[src/rtl/vis_pkg.sv]
// Shared definitions for the visibility frame packer: FSM states,
// header layout and the default header tag.
package vis_pkg;

    // Width of the completed-frame counter carried in the header.
    localparam int FRAME_CNT_W = 16;

    // Default header tag byte.
    localparam logic [7:0] VIS_MAGIC_DEFAULT = 8'hA5;

    // Header word layout: {magic[31:24], 8'h00[23:16], frame_cnt[15:0]}.
    localparam int HDR_MAGIC_LSB = 24;
    localparam int HDR_CNT_LSB   = 0;

    // Packer FSM. The encoding is visible on the debug state output.
    typedef enum logic [1:0] {
        ST_IDLE = 2'd0,
        ST_HEAD = 2'd1,
        ST_RE   = 2'd2,
        ST_IM   = 2'd3
    } vis_state_e;

    // Build the frame header word from the tag byte and the frame counter.
    function automatic logic [31:0] make_header(input logic [7:0]             magic,
                                                input logic [FRAME_CNT_W-1:0] cnt);
        logic [31:0] w;
        w = '0;
        w[HDR_MAGIC_LSB +: 8]         = magic;
        w[HDR_CNT_LSB +: FRAME_CNT_W] = cnt;
        return w;
    endfunction

endpackage

[src/rtl/sext32.sv]
// Sign-extends a W-bit two's complement value to a 32-bit word.
// Widths above 32 cannot be represented and stop elaboration.
module sext32 #(
    parameter int W = 32
) (
    input  logic [W-1:0] in_i,
    output logic [31:0]  out_o
);

    // Reject widths that cannot be packed into one 32-bit word.
    generate
        if (W < 1 || W > 32) begin : g_bad_width
            $error("sext32: width W=%0d must be within 1..32", W);
        end
    endgenerate

    // A signed size cast replicates the top bit into the upper word bits.
    assign out_o = 32'($signed(in_i));

endmodule

[src/rtl/vis_frame_packer.sv]
// Visibility frame packer: turns a stream of (re, im) visibilities into
// 32-bit words framed as header, then RE/IM pairs, with a frame counter
// and a one-cycle flag for frames whose length differs from NVIS.
//
// Input handshake: a visibility is accepted on a clock edge where
// s_valid_i & s_ready_o; s_ready_o is only ever high in IM and simply
// follows m_tready_i there. Upstream holds re/im/last stable from the
// moment s_valid_i rises until that acceptance, because RE and IM words
// are driven straight from the held inputs. Output words transfer on
// m_tvalid_o & m_tready_i; data, last and head stay stable while stalled.
module vis_frame_packer
    import vis_pkg::*;
#(
    parameter int                     ACCUM         = 32,
    parameter int                     NVIS          = 16,
    parameter logic [7:0]             MAGIC         = VIS_MAGIC_DEFAULT,
    // Value the frame counter takes on reset (zero in normal use).
    parameter logic [FRAME_CNT_W-1:0] FRAME_CNT_RST = '0
) (
    input  logic                   bus_clock,
    input  logic                   bus_reset,
    input  logic [ACCUM-1:0]       s_revis_i,
    input  logic [ACCUM-1:0]       s_imvis_i,
    input  logic                   s_valid_i,
    output logic                   s_ready_o,
    input  logic                   s_last_i,
    output logic [31:0]            m_tdata_o,
    output logic                   m_tvalid_o,
    input  logic                   m_tready_i,
    output logic                   m_tlast_o,
    output logic                   m_thead_o,
    output logic [FRAME_CNT_W-1:0] frame_cnt_o,
    output logic                   len_err_o,
    output logic [1:0]             dbg_state_o
);

    localparam int                IDX_W    = (NVIS > 1) ? $clog2(NVIS) : 1;
    localparam logic [IDX_W-1:0]  IDX_LAST = IDX_W'(NVIS - 1);

    // A frame must hold at least one visibility.
    generate
        if (NVIS < 1) begin : g_bad_nvis
            $error("vis_frame_packer: NVIS=%0d must be at least 1", NVIS);
        end
    endgenerate

    vis_state_e             state_q;
    logic [IDX_W-1:0]       idx_q;
    logic [FRAME_CNT_W-1:0] frame_cnt_q;
    logic                   m_tvalid_q;
    logic                   m_thead_q;

    logic [31:0]            re_word;
    logic [31:0]            im_word;
    logic                   at_last_idx;
    logic                   frame_end;
    logic                   out_fire;
    logic                   im_fire;

    sext32 #(.W(ACCUM)) u_sext_re (
        .in_i  (s_revis_i),
        .out_o (re_word)
    );

    sext32 #(.W(ACCUM)) u_sext_im (
        .in_i  (s_imvis_i),
        .out_o (im_word)
    );

    // The frame closes on an explicit last or when NVIS visibilities are in.
    assign at_last_idx = (idx_q == IDX_LAST);
    assign frame_end   = s_last_i | at_last_idx;
    assign out_fire    = m_tvalid_q & m_tready_i;
    assign im_fire     = (state_q == ST_IM) & out_fire;

    // FSM, visibility index, frame counter and registered valid/head flags.
    always_ff @(posedge bus_clock) begin
        if (bus_reset) begin
            state_q     <= ST_IDLE;
            idx_q       <= '0;
            frame_cnt_q <= FRAME_CNT_RST;
            m_tvalid_q  <= 1'b0;
            m_thead_q   <= 1'b0;
        end else begin
            case (state_q)
                ST_IDLE: begin
                    // A pending visibility opens a frame; nothing is consumed yet.
                    if (s_valid_i) begin
                        state_q    <= ST_HEAD;
                        m_tvalid_q <= 1'b1;
                        m_thead_q  <= 1'b1;
                    end
                end
                ST_HEAD: begin
                    if (out_fire) begin
                        state_q   <= ST_RE;
                        m_thead_q <= 1'b0;
                    end
                end
                ST_RE: begin
                    if (out_fire) begin
                        state_q <= ST_IM;
                    end
                end
                ST_IM: begin
                    // The IM word transfer is also the input acceptance.
                    if (out_fire) begin
                        if (frame_end) begin
                            state_q     <= ST_IDLE;
                            m_tvalid_q  <= 1'b0;
                            idx_q       <= '0;
                            frame_cnt_q <= frame_cnt_q + FRAME_CNT_W'(1);
                        end else begin
                            state_q <= ST_RE;
                            idx_q   <= idx_q + IDX_W'(1);
                        end
                    end
                end
                default: begin
                    state_q    <= ST_IDLE;
                    m_tvalid_q <= 1'b0;
                    m_thead_q  <= 1'b0;
                end
            endcase
        end
    end

    // Output word select: header from the counter, RE/IM from the held inputs.
    always_comb begin
        m_tdata_o = '0;
        case (state_q)
            ST_HEAD: m_tdata_o = make_header(MAGIC, frame_cnt_q);
            ST_RE:   m_tdata_o = re_word;
            ST_IM:   m_tdata_o = im_word;
            default: m_tdata_o = '0;
        endcase
    end

    // Short frame (early last) or long frame (no last at NVIS) both flag here.
    assign len_err_o   = im_fire & (s_last_i ^ at_last_idx);
    assign m_tlast_o   = (state_q == ST_IM) & frame_end;
    assign s_ready_o   = (state_q == ST_IM) & m_tready_i;
    assign m_tvalid_o  = m_tvalid_q;
    assign m_thead_o   = m_thead_q;
    assign frame_cnt_o = frame_cnt_q;
    assign dbg_state_o = state_q;

endmodule
[config.mk]
export PLATFORM = sky130hd
export DESIGN_NAME = vis_frame_packer
export DESIGN_NICKNAME = d
export VERILOG_FILES = /design/src/rtl/vis_pkg.sv /design/src/rtl/sext32.sv /design/src/rtl/vis_frame_packer.sv
export SDC_FILE = /design/constraint.sdc
export NUM_CORES = 1
export LEC_CHECK = 0
export ABC_CLOCK_PERIOD_IN_PS = 2250
export CAP_MARGIN = 20
export CORE_MARGIN = 4
export CORE_UTILIZATION = 35
export DETAILED_ROUTE_END_ITERATION = 10
export PLACE_DENSITY = 0.81
export SYNTH_ARGS = -nofsm -noshare
export SYNTH_HDL_FRONTEND = slang
export SYNTH_SLANG_ARGS = --single-unit
[constraint.sdc]
create_clock -name bus_clock -period 2.25 [get_ports bus_clock]
set_input_delay 0.3375 -clock bus_clock [delete_from_list [all_inputs] [get_ports bus_clock]]
set_output_delay 0.3375 -clock bus_clock [all_outputs]
set_load 0.01 [all_outputs]
---- Word-level counts from Yosys, hierarchy flattened ----
Index checks and enable logic that the tools add are counted.
Widths: inputs -> output; s select.
storage, ports and cells
  flip-flop bits (word level) ............. 24
  input port bits ......................... 69
  output and inout port bits .............. 55
operators by class
  add/sub/neg operators ................... 2
  equal/unequal tests ..................... 9
  multiplexer cells ....................... 14
  bitwise gates (word level) .............. 7
  reductions and logical operators ........ 8
operator list
  kind                   number
  $pmux 32 s3            1
  $add 16x1->16 const B  1
  $mux 2                 5
  $ne 2x2->1 const B     5
  $pmux 2 s4             1
  $reduce_and 4->1       2
  $reduce_and 3->1       2
  $and 1x1->1            5
  $add 4x1->4 const B    1
  $eq 2x2->1 const B     2
  $eq 4x4->1 const B     1
  $mux 1                 4
  $mux 4                 1
  $pmux 1 s2             2
  $reduce_bool 2->1      2
  $eq 2x1->1 const B     1
  $logic_not 2->1        1
  $reduce_and 2->1       1
  $or 1x1->1             1
  $xor 1x1->1            1

---- Depth between registers and ports, before layout ----
Gate-level depths: netlist (run 1).
  word-level depth ........................ 5
  depth in mapped cells ................... 7
  mapped depth without buffers ............ 7

---- Modules after synthesis ----
Synthesis (run 1) repeated with hierarchy kept, for this count alone.
second synthesis, totals
  cell total of the unflattened synthesis .. 277
  area total of the unflattened synthesis .. 2278.4 sq um
by module, submodules not included
  module            times used  cells each  area each (sq um)  seq. area each (sq um)
  vis_frame_packer  1           213         1798.0             480.5
  sext32            2           32          240.2              0.0

---- Worst setup path after synthesis (run 1) ----
No wires, ideal clock.
  kind .................................... register to register
  start ................................... register idx_q[0]
  end ..................................... register frame_cnt_q[15] (netlist: frame_cnt_o[15])
  library setup time ...................... 70 ps
  arrival time ............................ 2033 ps
  data required time ...................... 2180 ps
  setup slack ............................. 146 ps
  cell stages (with the launch flop) ...... 8
  buffers on the path ..................... 1
  cell sequence ........................... dfxtp_1 ha_1 nand3_1 ha_1 or4_1 clkbuf_1 or4_1 a21oi_1
on the way
  longest elaborated chain between the ends .. 3
ends and longest elaborated chain
  element                            RTL line                 RTL
  start: declaration                 vis_frame_packer.sv:48   logic [IDX_W-1:0] idx_q;
  start signal: assignment           vis_frame_packer.sv:115  idx_q <= idx_q + IDX_W'(1);
  $eq 4x4->1                         vis_frame_packer.sv:71   assign at_last_idx = (idx_q == IDX_LAST);
  $or 1x1->1                         vis_frame_packer.sv:72   assign frame_end = s_last_i | at_last_idx;
  $reduce_and 3->1 (no source line)  -
  end signal: assignment             vis_frame_packer.sv:112  frame_cnt_q <= frame_cnt_q + FRAME_CNT_W'(1);
  end: declaration                   vis_frame_packer.sv:49   logic [FRAME_CNT_W-1:0] frame_cnt_q;
No other way between the ends.
A chain may end at the register's enable or synchronous reset.

---- Final worst setup path (run 1) ----
  start ................................... register state_q[0] (netlist: dbg_state_o[0])
  end ..................................... output m_tdata_o[4]
on the way
  longest elaborated chain between the ends .. 2
  elaborated cells on any way between the ends .. 4
  classes of those cells .................. eq/ne: 3; mux: 1
ends and longest elaborated chain
  element                                   RTL line                 RTL
  start: declaration                        vis_frame_packer.sv:47   vis_state_e state_q;
  start signal: assignment                  vis_frame_packer.sv:79   state_q <= ST_IDLE;
  start signal: assignment                  vis_frame_packer.sv:89   state_q <= ST_HEAD;
  start signal: assignment                  vis_frame_packer.sv:96   state_q <= ST_RE;
  $eq 2x2->1 or $eq 2x1->1 (tied branches)  vis_frame_packer.sv:131  case (state_q)
  $pmux 32 s3 (*)                           vis_frame_packer.sv:131
  end: declaration                          vis_frame_packer.sv:27   output logic [31:0] m_tdata_o,
Mark *: on every way between the ends. The rest lies on a longest branch, timed or not.

==> flow_summary_export.csv, run 1 <==
group,metric,value,unit
run_status,status,"finished, final reports clean",
placement,io_buffers,123,
critical_path,critical_path.startpoint_type,"flop",
critical_path,crit_chain,"buf_12, mux2_2, a22o_1, clkdlybuf4s50_1",
critical_path,path_max_fanout,10,
power,finalPower,1.04,mW
die,rows,25,
clock_network,cts_root_buf,"clkbuf_8",
sta,finalCritPeriodShare,97.0,%
drt,ant_nets,0,
critical_path,critPathCaptureType,"output port",
drt,wire_per_inst,15.3,µm
sta,setup_viol,0,
clock_network,cts_buffers,3,
finish,fillers,421,
die,dieArea,6210,µm²
yosys,ys_async_sr_fraction,0,%
critical_path,path_buf_inv,2,
sta,slew_violations,0,
critical_path,cp.arrival,1.85,ns
global_routing,gr-total-overflow,0,
clock_network,clkLatencyLatePin,0.26,ns
placement,gp_congestion,0.811,
drt,first_iter_violations,48,
global_routing,antenna_found_initial,0,
yosys,synth-main-ff-cell,"dfxtp_1",
clock_network,cts_max_level,1,
critical_path,cp.required,1.91,ns
critical_path,critPathSlowestCell,"clkdlybuf4s50_1",
yosys,synth_cell_types,32,
clock_network,clock_sinks,24,
critical_path,r2r_start,"idx_q[0]",
yosys,syn_avg_cell_area,7.97,µm²
hold_path,hold_path.class,"flop to flop",
global_routing,grt_pass1_wl,10200,µm
global_routing,grt_max_degree,29,
die,core_area,4790,µm²
sta,skew,0.00397,ns
global_routing,grt_use_total,20.1,%
clock_network,cts_tree,"built",
drt,vias,2127,
drt,firstDrtPassIters,4,
drt,routed_wl,6390,µm
yosys,synth-edff-count,0,
yosys,yosysWarnings,0,
yosys,synth_nets,292,
power,powerDensity,318,nW/µm²
placement,dp_hpwl,5170,µm
yosys,syn_area,1750,µm²
power,leakagePower,1.26,nW
finish,syn_to_final_growth,85.4,%
clock_network,ctsHoldBuffers,0,
critical_path,cp-startpoint,"dbg_state_o[0]",
yosys,ys_seq_area_share,27.4,%
die,die_x,78.8,µm
power,max-vdd-ir-drop,0.000269,V
sta,fin_setup_tns,0,ns
die,ios,124,
sta,worst_pin_slew,0.543,ns
drt,viasPerCell,5.10,
yosys,synth_cells,220,
finish,antenna_cells,0,
sta,fin_crit,2.18,ns
finish,final_layout_size_suffix_gt1_share,12.9,%
sta,finalHoldViolations,0,
critical_path,critPathKind,"flop to output port",
finish,nets,424,
hold_path,min_from,"idx_q[1]",
drt,drc,0,
sta,max_clock_freq,0.458,GHz
critical_path,max_stage_delay,0.48,ns
sta,relSlewSlack,63.7,%
die,die_h,78.8,µm
global_routing,first_global_vias,2074,
flow_run,drv_cap,0,
critical_path,cp_top_family,"buffers and inverters",
clock_network,clk_pin_slew,0.08,ns
yosys,ys_ff_latch,24,
die,start_util,36.7,%
clock_network,clockBufferDepth,2,
[final timing paths]
kind | endpoint | slack [ns] | depth (start not counted)
max | m_tdata_o[4] | 0.07 | 4
min | idx_q[1] | 0.49 | 2
max reg2reg | frame_cnt_o[15] | 0.13 | 6
min reg2reg | idx_q[1] | 0.49 | 2
[worst min-delay path, delay by kind of cell (launching register included)]
kind	cells	cell delay (ns)
flip-flops	1	0.33
AND/OR/NAND/NOR	1	0.06
AO/OA/AOI/OAI	1	0.05
[report_power, final]
group	internal (mW)	switching, mW	leakage, nW
clock	0.120	0.130	0.0216
sequential	0.430	0.00870	0.195
combinational	0.228	0.119	1.05
total	0.777	0.258	1.26
[Yosys cell counts (all sizes together), types with 4 or more instances]
cell type  count  area (µm²)
mux2          16         180
inv            5        18.8
nor2          18        67.6
a21oi         18        90.1
mux2i         12         120
nor3           4        20.0
nor2b         14        87.6
a22o          16         140
dfxtp         24         480
clkbuf        16        61.3
nand2         12        45.0
xnor2          6        52.6
nand3          7        35.0
or3            6        37.5
o21ai         11        55.1
nand4          6        37.5
[layout by cell type (no fill, tap or decap), types with 2 or more instances in the layout]
cell type | netlist | routed
nand3_1 | 7 | 7
nor2_1 | 18 | 18
buf_4 | 0 | 20
mux2i_1 | 12 | 12
nand4_1 | 6 | 6
o21ai_0 | 11 | 11
nand3b_1 | 3 | 3
buf_6 | 0 | 2
a22o_1 | 16 | 16
clkdlybuf4s50_1 | 0 | 117
and3_1 | 2 | 2
xnor2_1 | 6 | 6
mux2_2 | 16 | 16
or3_1 | 6 | 6
nor2b_1 | 14 | 14
nor4_1 | 3 | 3
nand2_1 | 12 | 11
dfxtp_1 | 24 | 23
xor2_1 | 2 | 2
a311oi_1 | 2 | 2
inv_1 | 5 | 5
ha_1 | 3 | 3
dlymetal6s2s_1 | 0 | 5
and4_1 | 3 | 3
clkbuf_8 | 0 | 3
a21oi_1 | 18 | 18
nor3_1 | 4 | 4
[state kept, by name, summed over array words and instances (netlist names)]
name         cells
dbg_state_o      2
frame_cnt_o     16
idx_q            4
m_thead_o        1
m_tvalid_o       1
[cell families after synthesis]
kind of cell	after synthesis	synth area share, %
simple gates	83	25.7
compound gates	50	18.5
mux	28	17.1
buf+inv	24	5.21
flops	24	27.4
xor+xnor	8	3.99
fa+ha+maj	3	2.14
[stage by stage]
stage | setup WS, ns | area, µm² | cells | hold WS (ns) | utilization (%)
after floorplan | 0.146 | 1750 | 220 | 0.410 | -
after global placement | -0.0949 | 3160 | 411 | 0.459 | 66.0
after detailed placement | -0.121 | 3160 | 411 | 0.479 | 66.0
after CTS | 0.0293 | 3200 | 414 | 0.491 | 66.9
after global routing | -0.0129 | 3250 | 417 | 0.521 | 67.9
final | 0.0670 | 3250 | 417 | 0.485 | 67.9
[final cells by class]
cell class,count,area [µm²],area share (%)
Clock buffer,3,41.3,1.27
Inverter,5,18.8,0.577
Multi-Input combinational cell,172,1190,36.6
Sequential cell,24,484,14.9
Tap cell,67,83.8,2.58
Timing Repair Buffer,146,1440,44.1
[routing by layer]
metal  wire length [µm]  vias up  GRT usage [%]
li1                   -     1065              -
met5                  0        -              0
met1               2690      978           25.3
met3                436        8           4.08
met2               3190       76           35.5
met4                 76        0           4.02
[what timing repair did]
item                                    CTS  global route
buffers inserted                          0             3
endpoints found under the setup margin   28            33
gates resized for setup                   2             9
Power figures use the tool's default switching activity.
==> run 2, diff against run 1 <==
--- a/config.mk
+++ b/config.mk
@@ -11,6 +11,7 @@
 export CORE_UTILIZATION = 35
 export DETAILED_ROUTE_END_ITERATION = 10
 export PLACE_DENSITY = 0.81
+export SKIP_LAST_GASP = 1
 export SYNTH_ARGS = -nofsm -noshare
 export SYNTH_HDL_FRONTEND = slang
 export SYNTH_SLANG_ARGS = --single-unit
==> run 2 against run 1 <==
Register-to-register slack about the same. Critical path depth unchanged. Combinational power is essentially flat. Worst hold slack improved by 0.00056 ns. Sequential share of layout area about the same. Setup slack got worse by 0.011 ns. Utilization down 0.16 points. Die area is the same. Clock skew fell by 0.00075 ns. Critical path type unchanged. Critical endpoint is now m_tdata_o[11]. Largest cell class unchanged.
==> flow_summary_export.csv, run 2 (synthesized netlist as in run 1, its figures left out) <==
group,metric,value,unit
run_status,status,"finished, final reports clean",
die,rows,25,
global_routing,gr-total-overflow,0,
die,core_area,4790,µm²
placement,gp_congestion,0.811,
drt,first_iter_violations,50,
critical_path,cp.required,1.91,ns
die,dieArea,6210,µm²
drt,wire_per_inst,15.3,µm
die,die_x,78.8,µm
global_routing,grt_pass1_wl,10200,µm
drt,firstDrtPassIters,4,
global_routing,grt_use_total,20.1,%
finish,syn_to_final_growth,85.0,%
drt,viasPerCell,5.06,
global_routing,grt_max_degree,29,
power,powerDensity,320,nW/µm²
clock_network,ctsHoldBuffers,0,
critical_path,r2r_start,"idx_q[0]",
finish,antenna_cells,0,
critical_path,critPathKind,"flop to output port",
clock_network,clockBufferDepth,2,
die,ios,124,
die,die_h,78.8,µm
sta,skew,0.00323,ns
hold_path,hold-path-cell-count,2,
finish,final_cell_mix,"clkdlybuf4s50_1, dfxtp_1, buf_4, nor2_1, a21oi_1",
drt,drc,0,
power,leakagePower,1.21,nW
critical_path,reg2reg_slack,0.12,ns
finish,final_util,67.8,%
sta,fin_crit,2.19,ns
finish,nets,424,
sta,slew_violations,0,
finish,fillers,420,
global_routing,first_global_vias,2074,
sta,finalHoldViolations,0,
finish,layout_commonest_cell,"clkdlybuf4s50_1",
sta,finalCritPeriodShare,97.5,%
placement,post-place-ws,-0.121,ns
clock_network,clock_sinks,24,
hold_path,min_from,"idx_q[1]",
flow_run,drv_cap,0,
placement,dp_hpwl,5170,µm
hold_path,hold_path.class,"flop to flop",
sta,max_clock_freq,0.456,GHz
sta,whs,0.486,ns
clock_network,cts_tree,"built",
global_routing,antenna_found_initial,0,
placement,io_buffers,123,
clock_network,cts_max_level,1,
hold_path,min_to,"idx_q[1]",
sta,setup_viol,0,
die,start_util,36.7,%
finish,final_layout_size_suffix_gt1_share,12.9,%
clock_network,clk_pin_slew,0.08,ns
critical_path,critical_path.startpoint_type,"flop",
critical_path,r2r-end,"frame_cnt_o[15]",
power,max-vdd-ir-drop,0.000272,V
critical_path,critPathCaptureType,"output port",
sta,worst_pin_slew,0.548,ns
critical_path,rr_worst_depth,6,
drt,vias,2111,
critical_path,cp.arrival,1.86,ns
critical_path,path_max_fanout,10,
sta,layout_setup_ws,0.0560,ns
finish,largest_reg_flops,16,
clock_network,clkLatencyLatePin,0.26,ns
clock_network,cts_root_buf,"clkbuf_8",
drt,ant_nets,0,
clock_network,cts_buffers,3,
sta,relSlewSlack,63.4,%
sta,rsz0062_at_grt,"yes",
drt,routed_wl,6400,µm
-- run 2: changes by cell type in the layout (fill, tap and decap cells not counted) --
| cell | before | now |
|---|---|---|
| dlymetal6s2s_1 | 5 | 2 |
| clkdlybuf4s50_1 | 117 | 120 |
-- run 2: layout make-up --
type / count / area, µm² / area share (%)
multi-input cells: 172 / 1190 / 36.6
inverters: 5 / 18.8 / 0.578
flip-flops and latches: 24 / 484 / 14.9
well taps: 67 / 83.8 / 2.58
repair buffers: 146 / 1430 / 44.0
clock buffers: 3 / 41.3 / 1.27
-- run 2: critical path, cell delays in order (launching register included) --
cell             delay (ns)
dfxtp_4                0.44
buf_4                  0.13
mux2_2                 0.32
a22o_1                 0.22
clkdlybuf4s50_1        0.48
-- run 2: how the worst max path moves through the flow --
| stage | from | to | slack, ns | depth (start not counted) |
|---|---|---|---|---|
| finish | dbg_state_o[0] | m_tdata_o[11] | 0.06 | 4 |
| global route | dbg_state_o[0] | m_tdata_o[10] | -0.03 | 5 |
| CTS | dbg_state_o[0] | m_tdata_o[28] | 0.03 | 5 |
| detailed placement | s_last_i | frame_cnt_o[15] | -0.12 | 6 |
| global placement | s_last_i | frame_cnt_o[15] | -0.09 | 6 |
| floorplan | idx_q[0] | frame_cnt_o[15] | 0.15 | 7 |
-- run 2: what timing repair did --
action,CTS,global route
buffers inserted,0,3
endpoints found under the setup margin,28,33
gates resized for setup,2,6
-- run 2: layer usage --
layer  routed length [µm]  part of all wire [%]  up-vias  GRT usage, %
met5                    0                     0        -             0
met1                 2730                    43      969          25.3
met2                 3160                    49       70          35.5
met4                   76                   1.2        0          4.02
met3                  426                   6.7        8          4.08
li1                     -                     -     1064             -
-- run 2: stage by stage --
step	TNS, ns	cell area, µm²	cells	total power [mW]
after floorplan	0	1750	220	0.574
after global placement	-0.161	3160	411	0.781
after detailed placement	-0.205	3160	411	0.788
after CTS	0	3200	414	1.03
after global routing	-0.126	3240	417	1.08
final	0	3240	417	1.04
-- run 2: power breakdown --
| part | switching (mW) | leakage, nW | total [mW] | internal, mW |
|---|---|---|---|---|
| combinational | 0.120 | 0.990 | 0.347 | 0.228 |
| sequential | 0.00874 | 0.195 | 0.439 | 0.430 |
| clock | 0.133 | 0.0216 | 0.252 | 0.120 |
==> RTL edit 1 (settings of run 1) <==
Register the output `dbg_state_o` once more, without a reset; this adds one clock of latency there. The other outputs are not delayed to match.
--- a/src/rtl/vis_frame_packer.sv
+++ b/src/rtl/vis_frame_packer.sv
@@ -143,6 +143,8 @@
     assign m_tvalid_o  = m_tvalid_q;
     assign m_thead_o   = m_thead_q;
     assign frame_cnt_o = frame_cnt_q;
-    assign dbg_state_o = state_q;
+    always_ff @(posedge bus_clock) begin
+        dbg_state_o <= state_q;
+    end
 
 endmodule
Check against the original RTL: not equivalent (Yosys sat finds a counterexample within 4 cycles, from zero or initial values and one cycle with bus_reset high).
==> RTL edit 1 against run 1 <==
Sequential share of layout area is 1.5 points higher. Wire length is 7.9% lower. Total power is 4.0% higher. Via count is 4.9% lower. Sequential cell count is 2 higher. Highest routed layer unchanged. Synthesized area is 2.4% higher. Setup slack worse by 0.016 ns. Design area is 1.0% lower. Critical path type unchanged. Count of clock-buffer cells in the layout is 1 higher.
==> RTL edit 1: results <==
[placement]
dp_hpwl_um = 4700
place_ws_ns = -0.00378
placed_cell_area_um2 = 3140
dp.cells = 396

[routing]
first_iter_violations = 90
via_count = 2022
dr.pass1.iters = 5
wl_um = 5890

[worst_setup_path]
reg2reg_depth = 7
r2r_slack_ns = 0.18
slowest_delay_ns = 0.54
reg2reg_to = "frame_cnt_o[14]"

[global_routing]
grt_pass1_vias = 1869
grt_pass1_wl_um = 8990

[pwr]
p_clk_share_pct = 28.0
p_comb_mw = 0.295
p_switching_mw = 0.255
vdd_drop_max_uv = 262

[finish]
layout-drive-gt1-share_pct = 11.7
nets = 406

[run_status]
status = "finished, final reports clean"

[worst_hold_path]
hp-start = "idx_q[0]"
hold_end = "idx_q[0]"

[synth]
synthesis.nets = 283
synth_seq_area_share_pct = 29.0
yosysUniqueCellTypes = 36
synth_area_leaders = "dfxtp_1 29%, mux2_2 9.4%, a22o_1 7.8%"

[timing]
timing.hold.ws_ns = 0.478
fin_skew_ns = 0.00344
RTL edit 1: routing by layer:
metal / GRT usage (%) / vias to the layer above / wire (um)
met1: 20.3 / 939 / 2360
met2: 32.3 / 62 / 3090
li1: - / 1017 / -
met3: 5.53 / 4 / 431
met5: 0 / - / 0
met4: 1.03 / 0 / 10
RTL edit 1: timing repair:
action,4_1_cts,5_1_grt
endpoints found under the hold margin,0,0
hold buffers,0,0
gates resized for setup,3,8
setup endpoints to repair,4,16
RTL edit 1: cells by family after synthesis:
family / after synthesis / synth area share (%)
adders and majority gates: 3 / 2.09
muxes: 27 / 16.1
buffers and inverters: 22 / 5.50
and+or+nand+nor: 71 / 24.0
xor gates and xnor gates: 9 / 4.39
AOI/OAI and AO/OA: 53 / 19.0
DFF: 26 / 29.0
RTL edit 1: cell type report:
class | count | area, um^2
inverter | 6 | 22.5
multi-input combinational | 163 | 1180
tap | 67 | 83.8
timing repair buffer | 134 | 1350
clock buffer | 4 | 55.1
fill | 409 | 1630
sequential | 26 | 528
==> RTL edit 2 (flow settings as in run 1) <==
Made on the original files. Change the parameter `NVIS` from 16 to 8.
--- a/src/rtl/vis_frame_packer.sv
+++ b/src/rtl/vis_frame_packer.sv
@@ -12,7 +12,7 @@
     import vis_pkg::*;
 #(
     parameter int                     ACCUM         = 32,
-    parameter int                     NVIS          = 16,
+    parameter int                     NVIS          = 8,
     parameter logic [7:0]             MAGIC         = VIS_MAGIC_DEFAULT,
     // Value the frame counter takes on reset (zero in normal use).
     parameter logic [FRAME_CNT_W-1:0] FRAME_CNT_RST = '0
Formal check against the unedited RTL: no difference found for any inputs over 10 cycles, from zero or initial values and one cycle with bus_reset high; that may be too few to reach the edited logic, so the function may still have changed.
==> RTL edit 2 against run 1 <==
Setup slack better by 0.0099 ns. Hold slack worse by 0.024 ns. Register-to-register slack better by 0.05 ns. Sequential cell count down 1. Maximum frequency up 0.46%. Synthesized area down 3.1%. Sequential share of layout area down 0.38 points. Design area down 1.6%. Wire length down 7.3%. Total power down 1.8%.
==> RTL edit 2: results <==
[clock_network]
cts_buffers = 3
cts_buffer_depth = 2
path_clk_slew_ns = 0.08
post_cts_buffers = 0
ctsHtreeMaxLevel = 1
clockRootBuffer = "clkbuf_8"
clk_latency_ns = 0.26

[worst_setup_path]
slowest_delay_ns = 0.49
crit_slowest_cell = "clkdlybuf4s50_1"
arrival_ns = 1.84
cp_max_fo = 21

[global_routing]
grt_usage_pct = 18.9
grt_max_degree = 23
grt_pass1_wl_um = 9480
grt_pass1_vias = 1876
antenna_found_initial = 0

[placement]
place_ws_ns = -0.0779
placed_cell_area_um2 = 3090
place_congestion = 0.771
dp_hpwl_um = 4640
io_buffers = 123

[synth]
async_flop_share_pct = 0
synthTopCellsByCount = "23 x dfxtp_1, 23 x nor2_1, 16 x a22o_1, 16 x mux2_2, 15 x a21oi_1"
synthMuxAreaShare_pct = 17.7
ys_warn_count = 0
synth_compound_area_share_pct = 16.4
yosysUniqueCellTypes = 33
synthesis.nets = 281
synth_seq_area_share_pct = 27.1
synthXorXnorAreaFrac_pct = 5.15
synth_area_leaders = "dfxtp_1 27%, mux2_2 11%, a22o_1 8.2%"
synth_flop_cell = "dfxtp_1"
synthAdderAreaFrac_pct = 2.94

[routing]
viasPerCell = 4.96
first_iter_violations = 89
wl_um = 5920
dr.pass1.iters = 4

[worst_hold_path]
hp-class = "reg -> reg"

[finish]
insertedDiodeCount = 0
layout-drive-gt1-share_pct = 13.3
nets = 413
largest_reg_flops = 16

[pwr]
vdd_drop_max_uv = 460
p_leak_nw = 1.22

[run_status]
status = "finished, final reports clean"

[timing]
worst_slew_pin_slew_ns = 0.457
fin_skew_ns = 0.00602

[run]
cap_violations = 0
-- RTL edit 2: changes by cell type after synthesis, moves of 3 or more --
cell | run 1 | this run
a21oi_1 | 18 | 15
and4_1 | 3 | 0
clkbuf_1 | 15 | 9
nor2_1 | 18 | 23
o21ai_0 | 11 | 7
-- RTL edit 2: stage by stage --
stage                     cells  hold slack [ns]  total power [mW]  utilization (%)
after floorplan             208            0.407             0.556                -
after global placement      401            0.444             0.753             65.5
after detailed placement    401            0.455             0.758             65.5
after CTS                   406            0.466              1.03             67.3
after global routing        406            0.498              1.07             67.7
final                       406            0.462              1.02             67.7
-- RTL edit 2: path summary, 6_finish.rpt --
path	from	end	slack [ns]	cells after the start
worst min register to register	idx_q[1]	idx_q[1]	0.46	2
worst max-delay path	dbg_state_o[0]	m_tdata_o[13]	0.08	4
worst min-delay path	idx_q[1]	idx_q[1]	0.46	2
worst max register to register	idx_q[0]	frame_cnt_o[12]	0.18	8
-- RTL edit 2: power breakdown --
part,internal [mW],switching (mW),leakage [nW]
combinational,0.225,0.117,1.01
sequential,0.413,0.00753,0.187
clock,0.124,0.131,0.0255
total,0.762,0.255,1.22
-- RTL edit 2: metal layers --
metal	up-vias	part of all wire, %	GRT usage [%]
li1	1015	-	-
met1	940	42	24.2
met2	59	53	33.5
met3	0	5.5	4.06
met4	0	0	1.96
met5	-	0	0
-- RTL edit 2: cell families after synthesis --
kind of cell,Yosys count
xor+xnor,10
compound gates,42
mux,28
simple gates,82
fa+ha+maj,4
flops,23
buf+inv,19
-- RTL edit 2: layout make-up --
cell class / count / area (um^2)
sequential: 23 / 464
tap: 67 / 83.8
clock inverter: 1 / 5.00
inverter: 7 / 26.3
fill: 400 / 1520
timing repair buffer: 139 / 1400
multi-input combinational: 166 / 1180
clock buffer: 3 / 41.3
-- RTL edit 2: worst max-delay path: cells and delay by family, from the launching register on --
family / cells / cell delay, ns
AO/OA/AOI/OAI: 1 / 0.19
multiplexers: 1 / 0.34
buffers and inverters: 2 / 0.68
flip-flops: 1 / 0.37
-- RTL edit 2: timing repair --
action                                  4_1_cts  5_1_grt
endpoints found under the setup margin       18       20
pin swaps                                     0        2
gates cloned                                  1        0
gates resized for setup                       3        8
